**config.mk**
```make
export PLATFORM = sky130hd
export DESIGN_NAME = id_ex_operand_stage_flat
export DESIGN_NICKNAME = d
export VERILOG_FILES = /design/src/rtl/id_ex_operand_stage_if.sv /design/src/rtl/id_ex_operand_stage.sv /design/src/flat_wrapper.sv
export SDC_FILE = /design/constraint.sdc
export NUM_CORES = 1
export LEC_CHECK = 0
export BUFFER_PORTS_ARGS = -buffer_cell sky130_fd_sc_hd__buf_2
export CORE_MARGIN = 8
export CORE_UTILIZATION = 46
export CTS_CLUSTER_DIAMETER = 80
export CTS_CLUSTER_SIZE = 8
export DETAILED_ROUTE_END_ITERATION = 10
export GPL_TIMING_DRIVEN = 0
export PLACE_DENSITY = 0.78
export SYNTH_ARGS = -nofsm -noshare
export SYNTH_HDL_FRONTEND = slang
export SYNTH_HIERARCHICAL = 1
export SYNTH_SLANG_ARGS = --single-unit
```
**constraint.sdc**
```tcl
create_clock -name clk -period 2.6 [get_ports clk]
set_input_delay 0.26 -clock clk [delete_from_list [all_inputs] [get_ports clk]]
set_output_delay 0.26 -clock clk [all_outputs]
set_load 0.01 [all_outputs]
```
**src/rtl/id_ex_operand_stage_if.sv**
```systemverilog
// Bundle of ID-side, forwarding-source and EX-side signals around the ID/EX
// operand stage. The pipeline control (master) drives the ID slot, the
// EX/MEM and MEM/WB forwarding sources, hold and flush. The stage (slave)
// returns the stall request and the registered EX slot.
interface id_ex_operand_stage_if #(
    parameter int ADDRESS_WIDTH = 5,
    parameter int DATA_WIDTH    = 32
);
    // ID slot
    logic                     id_valid;
    logic [ADDRESS_WIDTH-1:0] id_rs1;
    logic [ADDRESS_WIDTH-1:0] id_rs2;
    logic                     id_use1;
    logic                     id_use2;
    logic [DATA_WIDTH-1:0]    id_rd1;
    logic [DATA_WIDTH-1:0]    id_rd2;
    logic [ADDRESS_WIDTH-1:0] id_rd;
    logic                     id_reg_write;
    logic                     id_mem_read;
    // forwarding sources
    logic [ADDRESS_WIDTH-1:0] mem_rd;
    logic                     mem_reg_write;
    logic [DATA_WIDTH-1:0]    mem_result;
    logic [ADDRESS_WIDTH-1:0] wb_rd;
    logic                     wb_reg_write;
    logic [DATA_WIDTH-1:0]    wb_result;
    // pipeline control
    logic                     ex_hold;
    logic                     flush;
    logic                     id_stall;
    // EX slot
    logic                     ex_valid;
    logic [ADDRESS_WIDTH-1:0] ex_rs1;
    logic [ADDRESS_WIDTH-1:0] ex_rs2;
    logic [ADDRESS_WIDTH-1:0] ex_rd;
    logic                     ex_reg_write;
    logic                     ex_mem_read;
    logic [DATA_WIDTH-1:0]    ex_op1;
    logic [DATA_WIDTH-1:0]    ex_op2;

    modport master (
        output id_valid, id_rs1, id_rs2, id_use1, id_use2, id_rd1, id_rd2,
               id_rd, id_reg_write, id_mem_read,
               mem_rd, mem_reg_write, mem_result,
               wb_rd, wb_reg_write, wb_result,
               ex_hold, flush,
        input  id_stall, ex_valid, ex_rs1, ex_rs2, ex_rd,
               ex_reg_write, ex_mem_read, ex_op1, ex_op2
    );

    modport slave (
        input  id_valid, id_rs1, id_rs2, id_use1, id_use2, id_rd1, id_rd2,
               id_rd, id_reg_write, id_mem_read,
               mem_rd, mem_reg_write, mem_result,
               wb_rd, wb_reg_write, wb_result,
               ex_hold, flush,
        output id_stall, ex_valid, ex_rs1, ex_rs2, ex_rd,
               ex_reg_write, ex_mem_read, ex_op1, ex_op2
    );
endinterface

```
**src/rtl/id_ex_operand_stage.sv**
```systemverilog
// ID/EX operand stage: captures register operands with WB bypass, forwards
// EX/MEM and MEM/WB results onto the EX operands, and inserts one bubble on
// a load-use hazard. Flush beats hold, hold beats the load-use bubble.

// One source operand: owns its registered index and value, the capture-time
// WB bypass and the EX-time forwarding mux.
module id_ex_operand_lane #(
    parameter int AW = 5,
    parameter int DW = 32
) (
    input  logic          clk,
    input  logic          rst_n,
    input  logic [AW-1:0] id_rs,
    input  logic [DW-1:0] id_data,
    input  logic [AW-1:0] mem_rd,
    input  logic          mem_reg_write,
    input  logic [DW-1:0] mem_result,
    input  logic [AW-1:0] wb_rd,
    input  logic          wb_reg_write,
    input  logic [DW-1:0] wb_result,
    input  logic          flush,
    input  logic          hold,
    input  logic          load_use,
    output logic [AW-1:0] ex_rs,
    output logic [DW-1:0] ex_op
);
    logic [AW-1:0] rs_q;
    logic [DW-1:0] op_q;
    logic [DW-1:0] cap_op;

    // Regfile writes on the edge, so a same-cycle WB to our source is stale in id_data.
    always_comb begin
        cap_op = id_data;
        if (wb_reg_write && (wb_rd == id_rs) && (id_rs != '0))
            cap_op = wb_result;
    end

    // EX forwarding: x0 is hardwired zero, MEM is younger than WB so it wins.
    always_comb begin
        ex_op = op_q;
        if (rs_q == '0)
            ex_op = '0;
        else if (mem_reg_write && (mem_rd == rs_q))
            ex_op = mem_result;
        else if (wb_reg_write && (wb_rd == rs_q))
            ex_op = wb_result;
    end

    // Operand register; on hold it re-latches the forwarded value so the
    // result survives its producer retiring past WB.
    always_ff @(posedge clk or negedge rst_n) begin
        if (!rst_n) begin
            rs_q <= '0;
            op_q <= '0;
        end else if (flush) begin
            rs_q <= '0;
            op_q <= '0;
        end else if (hold) begin
            op_q <= ex_op;
        end else if (load_use) begin
            rs_q <= '0;
            op_q <= '0;
        end else begin
            rs_q <= id_rs;
            op_q <= cap_op;
        end
    end

    assign ex_rs = rs_q;
endmodule

module id_ex_operand_stage #(
    parameter int ADDRESS_WIDTH = 5,
    parameter int DATA_WIDTH    = 32
) (
    input logic                  clk,
    input logic                  rst_n,
    id_ex_operand_stage_if.slave bus
);
    localparam int AW = ADDRESS_WIDTH;
    localparam int DW = DATA_WIDTH;
    localparam int NUM_OPS = 2;

    typedef struct packed {
        logic          valid;
        logic [AW-1:0] rd;
        logic          reg_write;
        logic          mem_read;
    } ex_ctrl_t;

    ex_ctrl_t ex_q;
    ex_ctrl_t id_ctrl;

    logic [NUM_OPS-1:0][AW-1:0] id_rs;
    logic [NUM_OPS-1:0][DW-1:0] id_data;
    logic [NUM_OPS-1:0]         id_use;
    logic [NUM_OPS-1:0][AW-1:0] ex_rs;
    logic [NUM_OPS-1:0][DW-1:0] ex_op;
    logic [NUM_OPS-1:0]         rs_hit;
    logic                       ex_reg_write;
    logic                       ex_mem_read;
    logic                       load_use;

    assign id_rs   = {bus.id_rs2, bus.id_rs1};
    assign id_data = {bus.id_rd2, bus.id_rd1};
    assign id_use  = {bus.id_use2, bus.id_use1};
    assign id_ctrl = '{valid: bus.id_valid, rd: bus.id_rd,
                       reg_write: bus.id_reg_write, mem_read: bus.id_mem_read};

    // Control bits only mean anything for a valid EX instruction.
    assign ex_reg_write = ex_q.valid & ex_q.reg_write;
    assign ex_mem_read  = ex_q.valid & ex_q.mem_read;

    // Load in EX whose result an ID source needs: its data only exists after MEM.
    always_comb begin
        for (int i = 0; i < NUM_OPS; i++)
            rs_hit[i] = id_use[i] && (id_rs[i] == ex_q.rd);
        load_use = ex_mem_read && (ex_q.rd != '0) && bus.id_valid && (|rs_hit);
    end

    // EX control register, same priority as the operand lanes.
    always_ff @(posedge clk or negedge rst_n) begin
        if (!rst_n)
            ex_q <= '0;
        else if (bus.flush)
            ex_q <= '0;
        else if (bus.ex_hold)
            ex_q <= ex_q;
        else if (load_use)
            ex_q <= '0;
        else
            ex_q <= id_ctrl;
    end

    for (genvar i = 0; i < NUM_OPS; i++) begin : g_op
        id_ex_operand_lane #(.AW(AW), .DW(DW)) u_lane (
            .clk           (clk),
            .rst_n         (rst_n),
            .id_rs         (id_rs[i]),
            .id_data       (id_data[i]),
            .mem_rd        (bus.mem_rd),
            .mem_reg_write (bus.mem_reg_write),
            .mem_result    (bus.mem_result),
            .wb_rd         (bus.wb_rd),
            .wb_reg_write  (bus.wb_reg_write),
            .wb_result     (bus.wb_result),
            .flush         (bus.flush),
            .hold          (bus.ex_hold),
            .load_use      (load_use),
            .ex_rs         (ex_rs[i]),
            .ex_op         (ex_op[i])
        );
    end

    assign bus.id_stall     = !bus.flush && (bus.ex_hold || load_use);
    assign bus.ex_valid     = ex_q.valid;
    assign bus.ex_rd        = ex_q.rd;
    assign bus.ex_reg_write = ex_reg_write;
    assign bus.ex_mem_read  = ex_mem_read;
    assign bus.ex_rs1       = ex_rs[0];
    assign bus.ex_rs2       = ex_rs[1];
    assign bus.ex_op1       = ex_op[0];
    assign bus.ex_op2       = ex_op[1];
endmodule

```
**src/flat_wrapper.sv**
```systemverilog
// flat-port wrapper written by rule: the top's interface ports become plain ports
module id_ex_operand_stage_flat 
#(
    parameter int ADDRESS_WIDTH = 5,
    parameter int DATA_WIDTH    = 32
)
  (clk, rst_n, bus_id_valid, bus_id_rs1, bus_id_rs2, bus_id_use1, bus_id_use2, bus_id_rd1, bus_id_rd2, bus_id_rd, bus_id_reg_write, bus_id_mem_read, bus_mem_rd, bus_mem_reg_write, bus_mem_result, bus_wb_rd, bus_wb_reg_write, bus_wb_result, bus_ex_hold, bus_flush, bus_id_stall, bus_ex_valid, bus_ex_rs1, bus_ex_rs2, bus_ex_rd, bus_ex_reg_write, bus_ex_mem_read, bus_ex_op1, bus_ex_op2);
  id_ex_operand_stage_if #(.ADDRESS_WIDTH(ADDRESS_WIDTH), .DATA_WIDTH(DATA_WIDTH)) bus_i ();
  input logic clk;
  input logic rst_n;
  input wire logic [$bits(bus_i.id_valid)-1:0] bus_id_valid;
  input wire logic [$bits(bus_i.id_rs1)-1:0] bus_id_rs1;
  input wire logic [$bits(bus_i.id_rs2)-1:0] bus_id_rs2;
  input wire logic [$bits(bus_i.id_use1)-1:0] bus_id_use1;
  input wire logic [$bits(bus_i.id_use2)-1:0] bus_id_use2;
  input wire logic [$bits(bus_i.id_rd1)-1:0] bus_id_rd1;
  input wire logic [$bits(bus_i.id_rd2)-1:0] bus_id_rd2;
  input wire logic [$bits(bus_i.id_rd)-1:0] bus_id_rd;
  input wire logic [$bits(bus_i.id_reg_write)-1:0] bus_id_reg_write;
  input wire logic [$bits(bus_i.id_mem_read)-1:0] bus_id_mem_read;
  input wire logic [$bits(bus_i.mem_rd)-1:0] bus_mem_rd;
  input wire logic [$bits(bus_i.mem_reg_write)-1:0] bus_mem_reg_write;
  input wire logic [$bits(bus_i.mem_result)-1:0] bus_mem_result;
  input wire logic [$bits(bus_i.wb_rd)-1:0] bus_wb_rd;
  input wire logic [$bits(bus_i.wb_reg_write)-1:0] bus_wb_reg_write;
  input wire logic [$bits(bus_i.wb_result)-1:0] bus_wb_result;
  input wire logic [$bits(bus_i.ex_hold)-1:0] bus_ex_hold;
  input wire logic [$bits(bus_i.flush)-1:0] bus_flush;
  output wire logic [$bits(bus_i.id_stall)-1:0] bus_id_stall;
  output wire logic [$bits(bus_i.ex_valid)-1:0] bus_ex_valid;
  output wire logic [$bits(bus_i.ex_rs1)-1:0] bus_ex_rs1;
  output wire logic [$bits(bus_i.ex_rs2)-1:0] bus_ex_rs2;
  output wire logic [$bits(bus_i.ex_rd)-1:0] bus_ex_rd;
  output wire logic [$bits(bus_i.ex_reg_write)-1:0] bus_ex_reg_write;
  output wire logic [$bits(bus_i.ex_mem_read)-1:0] bus_ex_mem_read;
  output wire logic [$bits(bus_i.ex_op1)-1:0] bus_ex_op1;
  output wire logic [$bits(bus_i.ex_op2)-1:0] bus_ex_op2;
  assign bus_i.id_valid = bus_id_valid;
  assign bus_i.id_rs1 = bus_id_rs1;
  assign bus_i.id_rs2 = bus_id_rs2;
  assign bus_i.id_use1 = bus_id_use1;
  assign bus_i.id_use2 = bus_id_use2;
  assign bus_i.id_rd1 = bus_id_rd1;
  assign bus_i.id_rd2 = bus_id_rd2;
  assign bus_i.id_rd = bus_id_rd;
  assign bus_i.id_reg_write = bus_id_reg_write;
  assign bus_i.id_mem_read = bus_id_mem_read;
  assign bus_i.mem_rd = bus_mem_rd;
  assign bus_i.mem_reg_write = bus_mem_reg_write;
  assign bus_i.mem_result = bus_mem_result;
  assign bus_i.wb_rd = bus_wb_rd;
  assign bus_i.wb_reg_write = bus_wb_reg_write;
  assign bus_i.wb_result = bus_wb_result;
  assign bus_i.ex_hold = bus_ex_hold;
  assign bus_i.flush = bus_flush;
  assign bus_id_stall = bus_i.id_stall;
  assign bus_ex_valid = bus_i.ex_valid;
  assign bus_ex_rs1 = bus_i.ex_rs1;
  assign bus_ex_rs2 = bus_i.ex_rs2;
  assign bus_ex_rd = bus_i.ex_rd;
  assign bus_ex_reg_write = bus_i.ex_reg_write;
  assign bus_ex_mem_read = bus_i.ex_mem_read;
  assign bus_ex_op1 = bus_i.ex_op1;
  assign bus_ex_op2 = bus_i.ex_op2;
  id_ex_operand_stage #(.ADDRESS_WIDTH(ADDRESS_WIDTH), .DATA_WIDTH(DATA_WIDTH)) u_core (.clk(clk), .rst_n(rst_n), .bus(bus_i));
endmodule
```
==> metrics.log, run 1 <==
INFO  metric period_share = 0.9767
INFO  metric report.final.slew_viol_count = 0
INFO  metric postSynth.topFlopCell = sky130_fd_sc_hd__dfrtp_1
INFO  metric design.die.area = 18830 sq um
INFO  metric placement_rows = 44
INFO  metric worst_ep_arrival_time = 2280 ps
INFO  metric design.core.area = 14420 sq um
INFO  metric min-delay-start = bus_id_rd2[26]
INFO  metric timing.setup.critical_path_class = reg -> out
INFO  metric port_buffers = 246
INFO  metric timing.critical_path.from_type = flip-flop
INFO  metric grt_first_pass_wirelength = 39450 um
INFO  metric setup-violations-final = 0
INFO  metric timing.critical_path.required = 2340 ps
INFO  metric seq_area_frac_synth = 0.3035
INFO  metric ys_warn_count = 6
INFO  metric first_global_vias = 7260
INFO  metric initial_cell_density_of_the_core = 0.4688
INFO  metric drtAntennaViolNets = 0
INFO  metric worstReg2RegStart = u_core/bus.ex_rd[3]
INFO  metric post-dp-hpwl = 18840 um
INFO  metric cts-root-to-sink-buffers = 2
INFO  metric clockRootBuffer = sky130_fd_sc_hd__clkbuf_16
INFO  metric timing.critical_path.fanout_max = 10
INFO  metric max_freq = 393.8 MHz
INFO  metric dr_total_vias = 7123
INFO  metric report.power.total = 3.899 mW
INFO  metric count_of_inserted_antenna_diode_cells = 0
INFO  metric routabilityCongestion = 0.8847
INFO  metric fillers = 1310
INFO  metric clock-skew-final = 5.385 ps
INFO  metric die_x = 137.2 um
INFO  metric mapped_cells = 680
INFO  metric tritoncts.num_buffers = 9
INFO  metric area_growth = 30.76%
INFO  metric path_clk_slew = 60 ps
INFO  metric setup_total_negative_slack = 0 ps
INFO  metric drt_first_pass_iters = 5
INFO  metric vdd_ir_drop_max = 0.2665 mV
INFO  metric number_of_synthesized_flops_with_an_enable_pin = 0
INFO  metric clock-sinks = 82
INFO  metric vias_per_cell = 6.292
INFO  metric number_of_antenna_violations_at_the_first_check_in_global_routing = 1
INFO  metric syn_avg_cell_area = 9.943 sq um
INFO  metric die_h = 137.2 um
INFO  metric timing.final.hold_violations = 0
INFO  metric drtIter0Drc = 550
INFO  metric multiInputGateArea = 4367 sq um
INFO  metric fin_crit = 2539 ps
INFO  metric timing_worst_slew_pin_value = 670.8 ps
INFO  metric tritoncts_clock_tree = yes
INFO  metric hold_path.class = in -> reg
INFO  metric synth_seq_cells = 82
INFO  metric grt_start_max_net_pins = 45
INFO  metric status = complete, no violations
INFO  metric syn_nets = 844
INFO  metric routed_wl = 25750 um
INFO  metric ys_async_sr_fraction = 1.000
INFO  metric clock_insertion_delay_worst_skew = 340 ps
INFO  metric design.final.nets = 1108
INFO  metric synth.cell_area = 6761 sq um
INFO  metric drc_errors_left = 0
INFO  metric grt_overflow = 0
INFO  metric max-cap-violations = 0
INFO  metric io_pins = 247
INFO  metric grt.total_usage = 0.2675
INFO  metric final-seq-area = 2063 sq um
INFO  metric critical_path.endpoint_type = primary output
INFO  metric power.static_leakage = 3.816 nW
INFO  metric power_density = 441.0 nW/um^2
INFO  metric relSlewSlack = 0.5520
INFO  metric rsz0062_at_grt = yes
INFO  metric synth.lib_cells_used.distinct = 42
INFO  metric cts_max_level = 3
INFO  metric startpoint = u_core/g_op[0].u_lane/ex_rs[4]
INFO  metric post_drt_wl_per_cell = 22.74 um
INFO  metric fraction_of_layout_instances_using_a_drive_strength_above_1 = 0.4736
## registers in the layout, summed over array words and instances, names as in the netlist
signal,flops
u_core/g_op.u_lane/ex_rs,10
u_core/bus.ex_valid,1
u_core/g_op.u_lane/op_q,64
u_core/bus.ex_rd,5
u_core/ex_q,2
## cell type report
| cell class | count | share of cell area |
|---|---|---|
| repair buffers | 257 | 0.1528 |
| inverters | 1 | 0.0004246 |
| clock buffers | 10 | 0.02703 |
| flip-flops and latches | 82 | 0.2334 |
| clock inverters | 5 | 0.006227 |
| multi-input cells | 519 | 0.4939 |
| well taps | 184 | 0.02604 |
| plain buffers | 74 | 0.06015 |
## logic make-up (layout without fill, tap and decap cells)
family,Yosys count,count (layout),synth area share
AO/OA/AOI/OAI,225,225,0.3423
XOR/XNOR,38,38,0.04922
buffers and inverters,79,347,0.06606
flip-flops,82,82,0.3035
multiplexers,64,64,0.09474
AND/OR/NAND/NOR,192,192,0.1442
## routing by layer
| metal | up-vias | part of all wire | GRT usage |
|---|---|---|---|
| li1 | 3202 | - | - |
| met1 | 3516 | 0.43 | 0.3518 |
| met2 | 342 | 0.48 | 0.4275 |
| met3 | 61 | 0.063 | 0.04121 |
| met4 | 2 | 0.030 | 0.1159 |
| met5 | - | 0.00039 | 0 |
## critical path, stage by stage (launching register included)
cell and delay, ps:
sky130_fd_sc_hd__dfrtp_2 440, sky130_fd_sc_hd__xor2_1 180, sky130_fd_sc_hd__nor4_4 340, sky130_fd_sc_hd__buf_12 180, sky130_fd_sc_hd__buf_8 140, sky130_fd_sc_hd__a21boi_1 80
sky130_fd_sc_hd__a311oi_2 330, sky130_fd_sc_hd__nor3_2 100, sky130_fd_sc_hd__buf_2 150
## power by group
part           switching (mW)  internal (mW)
clock                   0.530          0.762
combinational           0.698          0.507
sequential             0.0485           1.35
total                    1.28           2.62
## synthesized netlist by cell type (all sizes together), types with 3 or more instances
| cell | n | area (sq um) |
|---|---|---|
| nand2 | 7 | 26.28 |
| nor4 | 4 | 61.31 |
| a21oi | 10 | 50.05 |
| a21o | 8 | 60.06 |
| clkbuf | 38 | 162.7 |
| dfrtp | 82 | 2052 |
| a21boi | 64 | 480.5 |
| a311oi | 64 | 910.9 |
| buf | 40 | 280.3 |
| nor3 | 64 | 320.3 |
| nor3b | 18 | 135.1 |
| a32o | 8 | 90.09 |
| nor2 | 81 | 309.0 |
| and2 | 5 | 31.28 |
| xor2 | 16 | 140.1 |
| or4 | 3 | 26.27 |
| mux2i | 64 | 640.6 |
| xnor2 | 22 | 192.7 |
| o32ai | 64 | 635.6 |
## worst paths after layout
kind,endpoint,slack [ps],cells after the start
max in group asynchronous,u_core/g_op[1].u_lane/ex_rs[3],1450,3
hold / removal,u_core/g_op[1].u_lane/op_q[26],200,3
hold reg to reg,u_core/g_op[0].u_lane/ex_rs[4],620,2
min in group asynchronous,u_core/bus.ex_rd[3],480,2
setup reg to reg,u_core/g_op[0].u_lane/op_q[12],130,8
setup / recovery,bus_ex_op1[12],60,8
## placed cells by master (no fill, tap or decap), types with 18 or more instances in the layout
cell	count
sky130_fd_sc_hd__buf_2	261
sky130_fd_sc_hd__dfrtp_1	73
sky130_fd_sc_hd__nor2_1	69
sky130_fd_sc_hd__mux2i_1	64
sky130_fd_sc_hd__nor3_1	60
sky130_fd_sc_hd__a311oi_2	59
sky130_fd_sc_hd__a21boi_1	58
sky130_fd_sc_hd__o32ai_1	54
sky130_fd_sc_hd__xnor2_1	22
sky130_fd_sc_hd__buf_4	18
sky130_fd_sc_hd__nor3b_1	18
## through the flow
stage | util | worst slack, ps | hold WS [ps] | instances | area [sq um]
finish | 0.6129 | 60.54 | 201.2 | 1132 | 8841
global route | 0.6129 | -17.43 | 212.9 | 1132 | 8841
detailed placement | 0.5717 | -740.4 | 311.0 | 1111 | 8245
floorplan | - | 93.93 | -35.59 | 680 | 6761
global placement | 0.5701 | -720.7 | 551.8 | 1110 | 8223
CTS | 0.6024 | 0.6721 | 193.3 | 1132 | 8688
## repair_timing
item	CTS	global route
setup buffers	6	3
hold buffers	1	0
gates resized for setup	46	58
pin swaps	4	41
endpoints found under the setup margin	128	123
hold endpoints to repair	43	0
Power figures use the tool's default switching activity.
==> run 2: changes to the inputs <==
==> constraint.sdc (replaced) <==
create_clock -name clk -period 2.6 [get_ports clk]
set_input_delay 0.13 -clock clk [delete_from_list [all_inputs] [get_ports clk]]
set_output_delay 0.13 -clock clk [all_outputs]
set_load 0.01 [all_outputs]
==> run 2 against run 1 <==
  * Global-route usage shrank 0.13 points
  * Core utilization down 0.95 points
  * Via count about the same
  * Largest cell class unchanged
  * Flip-flop and latch count unchanged
  * Die area stayed put
  * First-iteration DRC count up 8.4%
  * Critical path type unchanged
  * Clock power about the same
  * Critical endpoint is now bus_ex_op2[18]
  * Fmax down 0.99%
  * Final area shrank 1.6%
==> metrics.log, run 2 (synthesized netlist as in run 1, its figures left out) <==
INFO  metric status = complete, no violations
INFO  metric routed_wl = 25530 um
INFO  metric worst_hold_slack = 73.41 ps
INFO  metric critical_path.slowest_cell = sky130_fd_sc_hd__dfrtp_1
INFO  metric drtAntennaViolNets = 0
INFO  metric design.final.nets = 1108
INFO  metric critical_path.endpoint_type = primary output
INFO  metric max-cap-violations = 0
INFO  metric fillers = 1317
INFO  metric drt_first_pass_iters = 5
INFO  metric hold_path.class = in -> reg
INFO  metric die_x = 137.2 um
INFO  metric grt_first_pass_wirelength = 39320 um
INFO  metric fin_crit = 2565 ps
INFO  metric cts-root-to-sink-buffers = 2
INFO  metric placement_rows = 44
INFO  metric tritoncts_clock_tree = yes
INFO  metric routabilityCongestion = 0.8847
INFO  metric post-dp-hpwl = 18840 um
INFO  metric worstHoldEndpoint = u_core/g_op[1].u_lane/op_q[26]
INFO  metric post_drt_wl_per_cell = 22.55 um
INFO  metric clock_insertion_delay_worst_skew = 340 ps
INFO  metric timing.critical_path.required = 2470 ps
INFO  metric timing.setup.critical_path_class = reg -> out
INFO  metric setup-violations-final = 0
INFO  metric min-delay-start = bus_id_rd2[26]
INFO  metric fin_ws = 35.26 ps
INFO  metric count_of_inserted_antenna_diode_cells = 0
INFO  metric drtIter0Drc = 596
INFO  metric holdPathStages = 3
INFO  metric reg2reg_setup_slack = 110 ps
INFO  metric worst_ep_arrival_time = 2430 ps
INFO  metric die_h = 137.2 um
INFO  metric timing_worst_slew_pin_value = 674.1 ps
INFO  metric io_pins = 247
INFO  metric area_of_all_placed_cells_without_fillers = 8703 sq um
INFO  metric vias_per_cell = 6.294
INFO  metric path_clk_slew = 60 ps
INFO  metric clock-skew-final = 6.571 ps
INFO  metric timing.critical_path.mode_cell = sky130_fd_sc_hd__buf_2
INFO  metric area_growth = 28.72%
INFO  metric dr_total_vias = 7125
INFO  metric grt.total_usage = 0.2662
INFO  metric fraction_of_layout_instances_using_a_drive_strength_above_1 = 0.4546
INFO  metric dpl_worst_slack = -740.4 ps
INFO  metric drc_errors_left = 0
INFO  metric placed_cell_area = 8245 sq um
INFO  metric vdd_ir_drop_max = 0.2670 mV
INFO  metric port_buffers = 246
INFO  metric design.die.area = 18830 sq um
INFO  metric design.core.area = 14420 sq um
INFO  metric clock-sinks = 82
INFO  metric worstReg2RegStart = u_core/bus.ex_rd[3]
INFO  metric critPathMaxStageDelay = 470 ps
INFO  metric power_density = 445.4 nW/um^2
INFO  metric grt_overflow = 0
INFO  metric first_global_vias = 7245
INFO  metric number_of_antenna_violations_at_the_first_check_in_global_routing = 1
INFO  metric rsz0062_at_grt = yes
INFO  metric reg2regPathDepth = 8
INFO  metric timing.critical_path.cells = xnor2_1, nand4_1, nor2_2, buf_2, a311oi_2, nor3_1, buf_2
INFO  metric regMostFlops = u_core/g_op.u_lane/op_q
INFO  metric cts_max_level = 3
INFO  metric period_share = 0.9864
INFO  metric worst_r2r_endpoint = u_core/g_op[0].u_lane/op_q[23]
INFO  metric timing.critical_path.fanout_max = 10
INFO  metric setup_total_negative_slack = 0 ps
INFO  metric report.final.slew_viol_count = 0
INFO  metric relSlewSlack = 0.5498
INFO  metric tritoncts.num_buffers = 9
INFO  metric timing.final.hold_violations = 0
INFO  metric number_of_flip_flops_in_the_largest_register = 64
INFO  metric grt_start_max_net_pins = 45
INFO  metric max_freq = 389.9 MHz
INFO  metric clockRootBuffer = sky130_fd_sc_hd__clkbuf_16
INFO  metric power.static_leakage = 3.783 nW
INFO  metric commonest_non_fill_non_tap_cells_in_the_layout = 273 x sky130_fd_sc_hd__buf_2, 80 x sky130_fd_sc_hd__dfrtp_1, 71 x sky130_fd_sc_hd__nor2_1, 64 x sky130_fd_sc_hd__nor3_1, 64 x sky130_fd_sc_hd__mux2i_1
INFO  metric final_common_cell = sky130_fd_sc_hd__buf_2
INFO  metric initial_cell_density_of_the_core = 0.4688
INFO  metric timing.critical_path.from_type = flip-flop
[run 2: critical path, delay by kind of cell (launching register included)]
kind            cells  cell delay (ps)
flops               1              470
simple gates        3              800
compound gates      1               90
xor+xnor            1              200
buf+inv             2              540
[run 2: repair_timing]
item                                    4_1_cts  5_1_grt
gates cloned                                  0        0
pin swaps                                     4        1
hold buffers                                  1        0
hold endpoints to repair                     43        0
endpoints found under the setup margin      128      113
buffers inserted                              6        0
resized for setup                            29       36
[run 2: final cells by class]
cell class,instances,area (sq um),share of cell area
timing repair buffer,254,1321,0.1518
clock inverter,5,55.05,0.006325
tap,184,230.2,0.02645
sequential,82,2054,0.2361
buffer,77,489.2,0.05621
inverter,1,3.754,0.0004313
multi-input combinational,519,4310,0.4953
clock buffer,10,239.0,0.02746
[run 2: how the worst max path moves through the flow]
stage / startpoint / end / slack, ps
4_1_cts: u_core/g_op[0].u_lane/ex_rs[3] / bus_ex_op1[22] / 2
3_5_place_dp: u_core/bus.ex_rd[3] / u_core/g_op[1].u_lane/op_q[11] / -740
6_report: u_core/g_op[1].u_lane/ex_rs[1] / bus_ex_op2[18] / 40
3_3_place_gp: u_core/bus.ex_rd[3] / u_core/g_op[1].u_lane/op_q[15] / -720
5_1_grt: u_core/g_op[1].u_lane/ex_rs[3] / bus_ex_op2[7] / -40
2_1_floorplan: u_core/bus.ex_rd[3] / u_core/g_op[0].u_lane/op_q[10] / 90
[run 2: per-stage QoR]
| stage | total power [mW] | instances | util |
|---|---|---|---|
| 4_1_cts | 3.887 | 1133 | 0.5998 |
| 5_1_grt | 4.043 | 1132 | 0.6034 |
| 6_report | 3.876 | 1132 | 0.6034 |
| 3_5_place_dp | 2.572 | 1111 | 0.5717 |
| 2_1_floorplan | 2.086 | 680 | - |
| 3_3_place_gp | 2.549 | 1110 | 0.5701 |
[run 2: power by group]
part           total (mW)  internal (mW)  switching, mW
combinational        1.18          0.497          0.687
clock                1.29          0.762          0.529
sequential           1.40           1.35         0.0486
total                3.88           2.61           1.26
[run 2: metal layers]
layer	share of wire	up-vias	global-route usage	wire length, um
li1	-	3200	-	-
met1	0.42	3478	0.3492	10780
met2	0.48	388	0.4259	12190
met3	0.071	57	0.04230	1819
met4	0.029	2	0.1147	729
met5	0.00039	-	0	10
==> run 3: changes to the inputs <==
Settings changed: SETUP_SLACK_MARGIN set to 0.1.
==> run 3 against run 2 <==
  * Clock skew rose by 1.0 ps
  * Register-to-register slack improved by 90 ps
  * Fmax increased by 5.9%
  * Power increased by 2.8%
  * Global-route usage shrank 0.23 points
  * Die area unchanged
  * Wire length shrank 0.90%
  * Via count shrank 1.7%
  * Worst hold slack got worse by 9.6 ps
  * Clock-buffer cell count up 4
  * Critical path type unchanged
==> metrics.log, run 3 (synthesized netlist as in run 1, its figures left out) <==
INFO  metric critical_path.endpoint_type = primary output
INFO  metric clock-sinks = 82
INFO  metric final_common_cell = sky130_fd_sc_hd__buf_2
INFO  metric power.static_leakage = 3.832 nW
INFO  metric routed_wl = 25300 um
INFO  metric cts_max_level = 3
INFO  metric timing.critical_path.from_type = flip-flop
INFO  metric relSlewSlack = 0.5710
INFO  metric initial_cell_density_of_the_core = 0.4688
INFO  metric reg2regPathDepth = 7
INFO  metric grt.total_usage = 0.2639
INFO  metric post_drt_wl_per_cell = 22.29 um
INFO  metric max_freq = 412.9 MHz
INFO  metric worstReg2RegStart = u_core/bus.ex_rd[2]
INFO  metric place.detailed.instances = 1111
INFO  metric grt_overflow = 0
INFO  metric power_density = 450.0 nW/um^2
INFO  metric clock_insertion_delay_worst_skew = 340 ps
INFO  metric report.power.total = 3.984 mW
INFO  metric dpl_worst_slack = -592.1 ps
INFO  metric vdd_ir_drop_max = 0.3842 mV
INFO  metric fin_cells = 1135
INFO  metric timing_worst_slew_pin_value = 642.3 ps
INFO  metric critPathMaxStageDelay = 540 ps
INFO  metric startpoint = u_core/g_op[0].u_lane/ex_rs[1]
INFO  metric io_pins = 247
INFO  metric timing.critical_path.cells = or4_1, nor2_2, clkbuf_2, nor3_1, buf_2
INFO  metric design.final.nets = 1109
INFO  metric drt_first_pass_iters = 5
INFO  metric vias_per_cell = 6.173
INFO  metric fin_ws = 178.3 ps
INFO  metric critical_path_buf_inv_count = 2
INFO  metric regMostFlops = u_core/g_op.u_lane/op_q
INFO  metric area_growth = 30.92%
INFO  metric timing.critical_path.required = 2470 ps
INFO  metric period_share = 0.9314
INFO  metric number_of_antenna_violations_at_the_first_check_in_global_routing = 2
INFO  metric worst_r2r_endpoint = u_core/g_op[1].u_lane/op_q[21]
INFO  metric placement_rows = 44
INFO  metric first_global_vias = 7287
INFO  metric grt_start_max_net_pins = 62
INFO  metric drc_errors_left = 0
INFO  metric worst_ep_arrival_time = 2290 ps
INFO  metric cp-endpoint = bus_ex_op1[17]
INFO  metric routabilityCongestion = 0.8931
INFO  metric design.die.area = 18830 sq um
INFO  metric critical_path.slowest_cell = sky130_fd_sc_hd__or4_1
INFO  metric timing.final.hold_violations = 0
INFO  metric die_x = 137.2 um
INFO  metric number_of_flip_flops_in_the_largest_register = 64
INFO  metric min-delay-start = bus_id_rd1[0]
INFO  metric tritoncts.num_buffers = 9
INFO  metric cp_top_family = simple AND/OR/NAND/NOR gates
INFO  metric fin_crit = 2422 ps
INFO  metric area_of_all_placed_cells_without_fillers = 8852 sq um
INFO  metric clock-skew-final = 7.595 ps
INFO  metric path_clk_slew = 60 ps
INFO  metric fraction_of_layout_instances_using_a_drive_strength_above_1 = 0.4705
INFO  metric drtAntennaViolNets = 0
INFO  metric hold_path.class = in -> reg
INFO  metric drtIter0Drc = 530
INFO  metric max-cap-violations = 0
INFO  metric report.final.slew_viol_count = 0
INFO  metric timing.critical_path.fanout_max = 10
INFO  metric grt_first_pass_wirelength = 38810 um
INFO  metric reg2reg_setup_slack = 200 ps
INFO  metric design.core.area = 14420 sq um
INFO  metric commonest_non_fill_non_tap_cells_in_the_layout = 261 x sky130_fd_sc_hd__buf_2, 75 x sky130_fd_sc_hd__dfrtp_1, 68 x sky130_fd_sc_hd__nor2_1, 64 x sky130_fd_sc_hd__mux2i_1, 60 x sky130_fd_sc_hd__nor3_1
INFO  metric rsz0062_at_grt = yes
INFO  metric worst-path-stages = 5
INFO  metric clockRootBuffer = sky130_fd_sc_hd__clkbuf_16
INFO  metric port_buffers = 246
INFO  metric die_h = 137.2 um
INFO  metric cts-root-to-sink-buffers = 2
INFO  metric timing.setup.critical_path_class = reg -> out
INFO  metric setup-violations-final = 0
INFO  metric worst_hold_slack = 63.81 ps
INFO  metric post-dp-hpwl = 18580 um
INFO  metric status = complete, no violations
INFO  metric placed_cell_area = 8255 sq um
INFO  metric tritoncts_clock_tree = yes
INFO  metric dr_total_vias = 7006
==> run 3: layer usage <==
| metal | vias up | track usage | wire, um |
|---|---|---|---|
| met5 | - | 0 | 13 |
| met4 | 2 | 0.1231 | 762 |
| met3 | 55 | 0.05033 | 1884 |
| met2 | 350 | 0.4175 | 12090 |
| met1 | 3401 | 0.3416 | 10550 |
| li1 | 3198 | - | - |
==> run 3: final cells by class <==
cell class | count | area (sq um)
Buffer | 76 | 541.8
Inverter | 1 | 3.754
Clock inverter | 2 | 60.06
Antenna cell | 1 | 2.502
Clock buffer | 14 | 254.0
Timing Repair Buffer | 256 | 1356
Tap cell | 184 | 230.2
Multi-Input combinational cell | 519 | 4343
Fill cell | 1303 | 5572
Sequential cell | 82 | 2061
==> run 3: how the worst min path moves through the flow <==
| stage | end | cells after the start |
|---|---|---|
| CTS | u_core/g_op[0].u_lane/op_q[0] | 3 |
| finish | u_core/g_op[0].u_lane/op_q[0] | 3 |
| global route | u_core/g_op[0].u_lane/op_q[24] | 3 |
| global placement | u_core/g_op[1].u_lane/op_q[0] | 3 |
| detailed placement | u_core/ex_q[0] | 1 |
| floorplan | u_core/bus.ex_rd[0] | 0 |
==> run 3: what timing repair did <==
action / CTS / global route
buffers inserted: 5 / 3
gates resized for setup: 43 / 64
hold buffers: 1 / 0
endpoints found under the hold margin: 21 / 0
pin swaps: 4 / 34
setup endpoints to repair: 128 / 117
==> run 3: power breakdown <==
group | switching, mW | internal, mW | leakage (nW)
registers | 0.0466 | 1.35 | 1.08
logic | 0.692 | 0.508 | 2.60
clock network | 0.513 | 0.870 | 0.151
==> run 3: through the flow <==
stage	util	setup TNS, ps
after global placement	0.5703	-25300
after floorplan	-	0
after detailed placement	0.5723	-27630
after global routing	0.6137	0
after CTS	0.6050	0
final	0.6137	0
==> run 3: tightest hold or removal path, cell delays in order <==
cell	delay [ps]
sky130_fd_sc_hd__buf_2	70
sky130_fd_sc_hd__mux2i_1	50
sky130_fd_sc_hd__o32ai_1	110
